File: src/rtl/bpm_test_link_pkg.sv
// Definitions shared by the BPM test-pattern writer and the test-link checker.
package bpm_test_link_pkg;

    localparam logic [15:0] MAGIC_HDR = 16'hA5BE;
    localparam logic [15:0] MAGIC_X   = 16'hCAFE;
    localparam logic [15:0] MAGIC_Y   = 16'hBEEF;

    localparam int unsigned IDX_W         = 5;
    localparam int unsigned HDR_MAGIC_LSB = 16;
    localparam int unsigned HDR_MARK_BIT  = 15;
    localparam int unsigned HDR_CELL_LSB  = 10;
    localparam int unsigned HDR_CELL_W    = 5;
    localparam int unsigned HDR_RSVD_BIT  = 9;
    localparam int unsigned HDR_FOFB_W    = 9;
    localparam int unsigned FOFB_PREFIX_W = 4;

    typedef logic [1:0] status_code_t;

    localparam status_code_t STATUS_OK         = 2'd0;
    localparam status_code_t STATUS_DATA       = 2'd1;
    localparam status_code_t STATUS_FRAMING    = 2'd2;
    localparam status_code_t STATUS_INCOMPLETE = 2'd3;

    typedef enum logic [2:0] {
        StIdle,
        StHdr,
        StX,
        StY,
        StS,
        StResync
    } link_state_t;

    function automatic logic [HDR_FOFB_W-1:0] fofb_index(
        input logic [FOFB_PREFIX_W-1:0] prefix,
        input logic [IDX_W-1:0]         idx
    );
        return {prefix, idx};
    endfunction

    // Framing outranks data errors, which outrank an incomplete session.
    function automatic status_code_t report_code(
        input logic framing,
        input logic data,
        input logic incomplete
    );
        if (framing) return STATUS_FRAMING;
        if (data) return STATUS_DATA;
        if (incomplete) return STATUS_INCOMPLETE;
        return STATUS_OK;
    endfunction

endpackage

File: src/rtl/bpm_test_word_check.sv
// Combinational expected-word generator and comparator for one test-link beat.
module bpm_test_word_check
    import bpm_test_link_pkg::*;
#(
    parameter int unsigned CELL_INDEX       = 12,
    parameter int unsigned BPM_GLOBAL_INDEX = 2
) (
    input  link_state_t      i_state,
    input  logic [IDX_W-1:0] i_index,
    input  logic [31:0]      i_data,
    output logic             o_match
);

    localparam logic [HDR_CELL_W-1:0]    CELL   = HDR_CELL_W'(CELL_INDEX);
    localparam logic [FOFB_PREFIX_W-1:0] PREFIX = FOFB_PREFIX_W'(BPM_GLOBAL_INDEX);

    logic [15:0] w_idx16;
    logic [31:0] w_expect;

    assign w_idx16 = {11'b0, i_index};

    always_comb begin
        w_expect = '0;
        o_match  = 1'b0;
        case (i_state)
            StHdr: begin
                w_expect = {MAGIC_HDR, 1'b1, CELL, 1'b0, fofb_index(PREFIX, i_index)};
                o_match  = (i_data == w_expect);
            end
            StX: begin
                w_expect = {MAGIC_X, w_idx16};
                o_match  = (i_data == w_expect);
            end
            StY: begin
                w_expect = {MAGIC_Y, w_idx16};
                o_match  = (i_data == w_expect);
            end
            // Upper half of the sum word is the cycle tag, checked by the parent.
            StS: begin
                w_expect = {16'h0000, w_idx16};
                o_match  = (i_data[15:0] == w_expect[15:0]);
            end
            default: o_match = 1'b0;
        endcase
    end

endmodule

File: config.mk
export PLATFORM = sky130hd
export DESIGN_NAME = bpm_test_word_check
export DESIGN_NICKNAME = d
export VERILOG_FILES = /design/src/rtl/bpm_test_link_pkg.sv /design/src/rtl/bpm_test_word_check.sv
export SDC_FILE = /design/constraint.sdc
export NUM_CORES = 1
export LEC_CHECK = 0
export ABC_AREA = 1
export BUFFER_PORTS_ARGS = -buffer_cell sky130_fd_sc_hd__buf_2
export CAP_MARGIN = 20
export CORE_AREA = 2 2 39 41
export DETAILED_ROUTE_END_ITERATION = 10
export DIE_AREA = 0 0 41 43
export PLACE_DENSITY = 0.81
export SLEW_MARGIN = 5
export SYNTH_ARGS = -nofsm -noshare
export SYNTH_HDL_FRONTEND = slang
export SYNTH_SLANG_ARGS = --single-unit
File: constraint.sdc
create_clock -name vclk -period 0.8
set_input_delay 0.04 -clock vclk [all_inputs]
set_output_delay 0.04 -clock vclk [all_outputs]
set_load 0.01 [all_outputs]
# [After elaboration in Yosys (flattened, before gate mapping)]
# Index checks and enable logic that the tools add are counted.
[classes] muxes=1 n_eq_ne=8
[op_table] cell="== test 32 bit" n=3
[op_table] cell="== test 16 x 5 -> 1 bit" n=1
[op_table] cell="== test 3 x 2 -> 1 bit, second input constant" n=2
[op_table] cell="one-hot mux 1 bit (4 select lines)" n=1
[op_table] cell="== test 3 x 1 -> 1 bit, second input constant" n=1
[op_table] cell="== test 3 bit, second input constant" n=1
[totals] output_inout_bits=1 regBits=0 elab_cells=9 in_bits=40

# [Logic depth before layout (Yosys ltp)]
[depth] depth_word=2 mapped_depth=9 depth_no_buf=9

# [Worst setup path before layout]
# Ideal clock, no wire load.
[synth_timing] kind="input -> output" startpoint="input port i_data[12]" endpoint="output port o_match" setup_slack_ps=178 arrival_time_ps=582 required_ps=760 cell_stages=7 cell_sequence="inv_1 > nand2_1 > nor2_1 > nand3_1 > nor3_1 > nand2_1 > nand2_1"
[synth_via] elab_chain_cells=2 word_cells_on_any_way=5 classes_between="eq/ne (4); mux (1)"
[synth_rtl] element="from (decl)" line_no="bpm_test_word_check.sv:10" source="input logic [31:0] i_data,"
[synth_rtl] element="== test 32 bit, or another cell as far along" line_no="bpm_test_word_check.sv:36" source="o_match = (i_data == w_expect);"
[synth_rtl] element="one-hot mux 1 bit (4 select lines) *" line_no="bpm_test_word_check.sv:25" source="case (i_state)"
[synth_rtl] element="to (decl)" line_no="bpm_test_word_check.sv:11" source="output logic o_match"
# Mark *: on every way between the ends. The rest lies on a longest branch, timed or not.

# [Worst setup path in the final report]
[layout_timing] startpoint="input port i_state[2]" endpoint="output port o_match"
[layout_via] elab_chain_cells=2 word_cells_on_any_way=5 classes_between="eq/ne (4); mux (1)"
[layout_rtl] element="from (decl)" line_no="bpm_test_word_check.sv:8" source="input link_state_t i_state,"
[layout_rtl] element="== test 3 bit, or another cell as far along"
[layout_rtl] element="one-hot mux 1 bit (4 select lines) *" line_no="bpm_test_word_check.sv:25"
# Marked as above.

==> flow_summary.json <==
{
  "drv_slew": 0,
  "min_period_over_period_pct": 112.0,
  "final_cells": 160,
  "ios": 41,
  "place_congestion": 0.6391,
  "register_area_sq_um": 0,
  "grt_pass1_vias": 531,
  "first_pass_iters": 4,
  "finalCriticalPeriod_ps": 896.0,
  "final_layout_size_suffix_gt1_share_pct": 44.44,
  "n_clock_buffer": 0,
  "start_kind": "primary input",
  "dr_wl_met3_um": 114,
  "top_layer": "met3",
  "slowest_delay_ps": 120,
  "crit_chain": "buf_8 > inv_2 > nand2_1 > nor2_1 > nand2_1 > nor2_1 > nand2_1 > nor2_2 > nand2_1 > nand2_1 > buf_2",
  "path_class": "primary input to output pin",
  "status": "finished with violations",
  "path_common_cell": "nand2_1",
  "max_freq_mhz": 1116,
  "avgViaCountPerCell": 4.356,
  "placeableCoreArea_sq_um": 1384,
  "nets": 186,
  "nFlopsAndLatches": 0,
  "die_x_um": 41,
  "grt_max_degree": 6,
  "antenna_found_initial": 0,
  "worst_pin_slew_ps": 126.4,
  "grt.overflow.total": 0,
  "violations": "negative setup slack",
  "hold_violations": 0,
  "seq_area_frac_synth_pct": 0,
  "worstPathMaxFanout": 4,
  "cts_hold_buf": 0,
  "wl_per_cell_um": 7.863,
  "area_delta_synth_final_pct": 70.76,
  "dr_wl_met2_um": 691,
  "wl_met1_um": 451,
  "max-slew-margin-rel_pct": 91.53,
  "post_cts_buffers": 0,
  "drv_cap": 0,
  "synth_area_sq_um": 427.9,
  "die_area_sq_um": 1763,
  "rsz0062_at_grt": "yes",
  "diodes": 0,
  "power.leakage_nw": 0.4657,
  "synth_cell_type_count": 13,
  "dp_hpwl_um": 1014,
  "synth_nets": 143,
  "wl_um": 1258,
  "setup_viol": 1,
  "syn_inst": 103,
  "timing.final.ws_setup_ps": -96.03,
  "detail-route-antenna-nets": 0,
  "hp-class": "primary input to output pin",
  "io_buffers": 41,
  "crit_path_top_delay_cell": "buf_2",
  "drc": 0,
  "row_count": 14,
  "yosys_warnings": 0,
  "drtIter0Drc": 2,
  "syn_area_per_cell_sq_um": 4.154,
  "crit_required_ps": 760,
  "holdWs_ps": 550.0,
  "arrival_ps": 860,
  "start_util_pct": 30.92,
  "dp_cells": 160,
  "grt_pass1_wl_um": 1745,
  "pwr_density_cell_nw_per_um2": 381.4,
  "die_h_um": 43,
  "cp-end-kind": "output pin",
  "num_vias": 697,
  "ir_drop_uv": 144.0,
  "grt.total_usage_pct": 12.99
}
==> power by group <==
part | internal (mW) | switching [mW]
sequential | 0 | 0
combinational | 0.139 | 0.140
clock | 0 | 0
total | 0.139 | 0.140
==> cells in the mapped netlist (all sizes together) <==
master  number  area share [%]
nand3b       1             1.8
and2         1             1.5
nor3         1             1.2
nand2       39              34
nor2        24              25
inv         27              24
clkinv       1            0.88
nand3        7             9.4
nand4        2             2.9
==> cells in the final DEF (no fill, tap or decap), drive strengths merged <==
cell type / synthesis / routed
clkinv: 1 / 1
nor2: 24 / 24
and2: 1 / 1
nand3b: 1 / 1
nand4: 2 / 2
inv: 27 / 27
nand2: 39 / 39
buf: 0 / 41
nand3: 7 / 7
nor3: 1 / 1
==> cell families after synthesis <==
logic type	synth area share (%)
buffers and inverters	24.56
AND/OR/NAND/NOR	75.44
==> critical path, delay by kind of cell <==
kind | cells | cell delay (ps)
buffers and inverters | 3 | 280
and+or+nand+nor | 8 | 540
==> worst paths after layout <==
path / start / end / slack [ps] / cells past startpoint
worst max-delay path: i_state[2] / o_match / -100 / 11
worst min-delay path: i_data[10] / o_match / 550 / 7
==> timing repair <==
item	4_1_cts	5_1_grt
endpoints found under the setup margin	1	1
pin swaps	4	17
resized for setup	4	23
==> area by class of cell <==
cell class	instances	area [sq um]
Multi-Input combinational cell	75	375.4
Fill cell	138	653.1
Timing Repair Buffer	41	230.2
Inverter	28	105.1
Tap cell	16	20.02
==> layer usage <==
metal / global-route usage, % / vias up
met2: 27.50 / 25
met4: 0 / 0
li1: - / 377
met5: 0 / -
met1: 13.29 / 295
met3: 0 / 0
==> through the flow <==
stage          cell area [sq um]  setup slack, ps  setup TNS [ps]  total power [mW]  util (%)
3_3_place_gp               653.1           -100.7          -100.7            0.2257     47.20
6_report                   730.7           -96.03          -96.03            0.2787     52.80
4_1_cts                    665.6           -99.95          -99.95            0.2412     48.10
2_1_floorplan              427.9            178.4               0            0.1076         -
5_1_grt                    730.7           -148.1          -148.1            0.3123     52.80
3_5_place_dp               653.1           -120.0          -120.0            0.2339     47.20
Power figures use the tool's default switching activity.
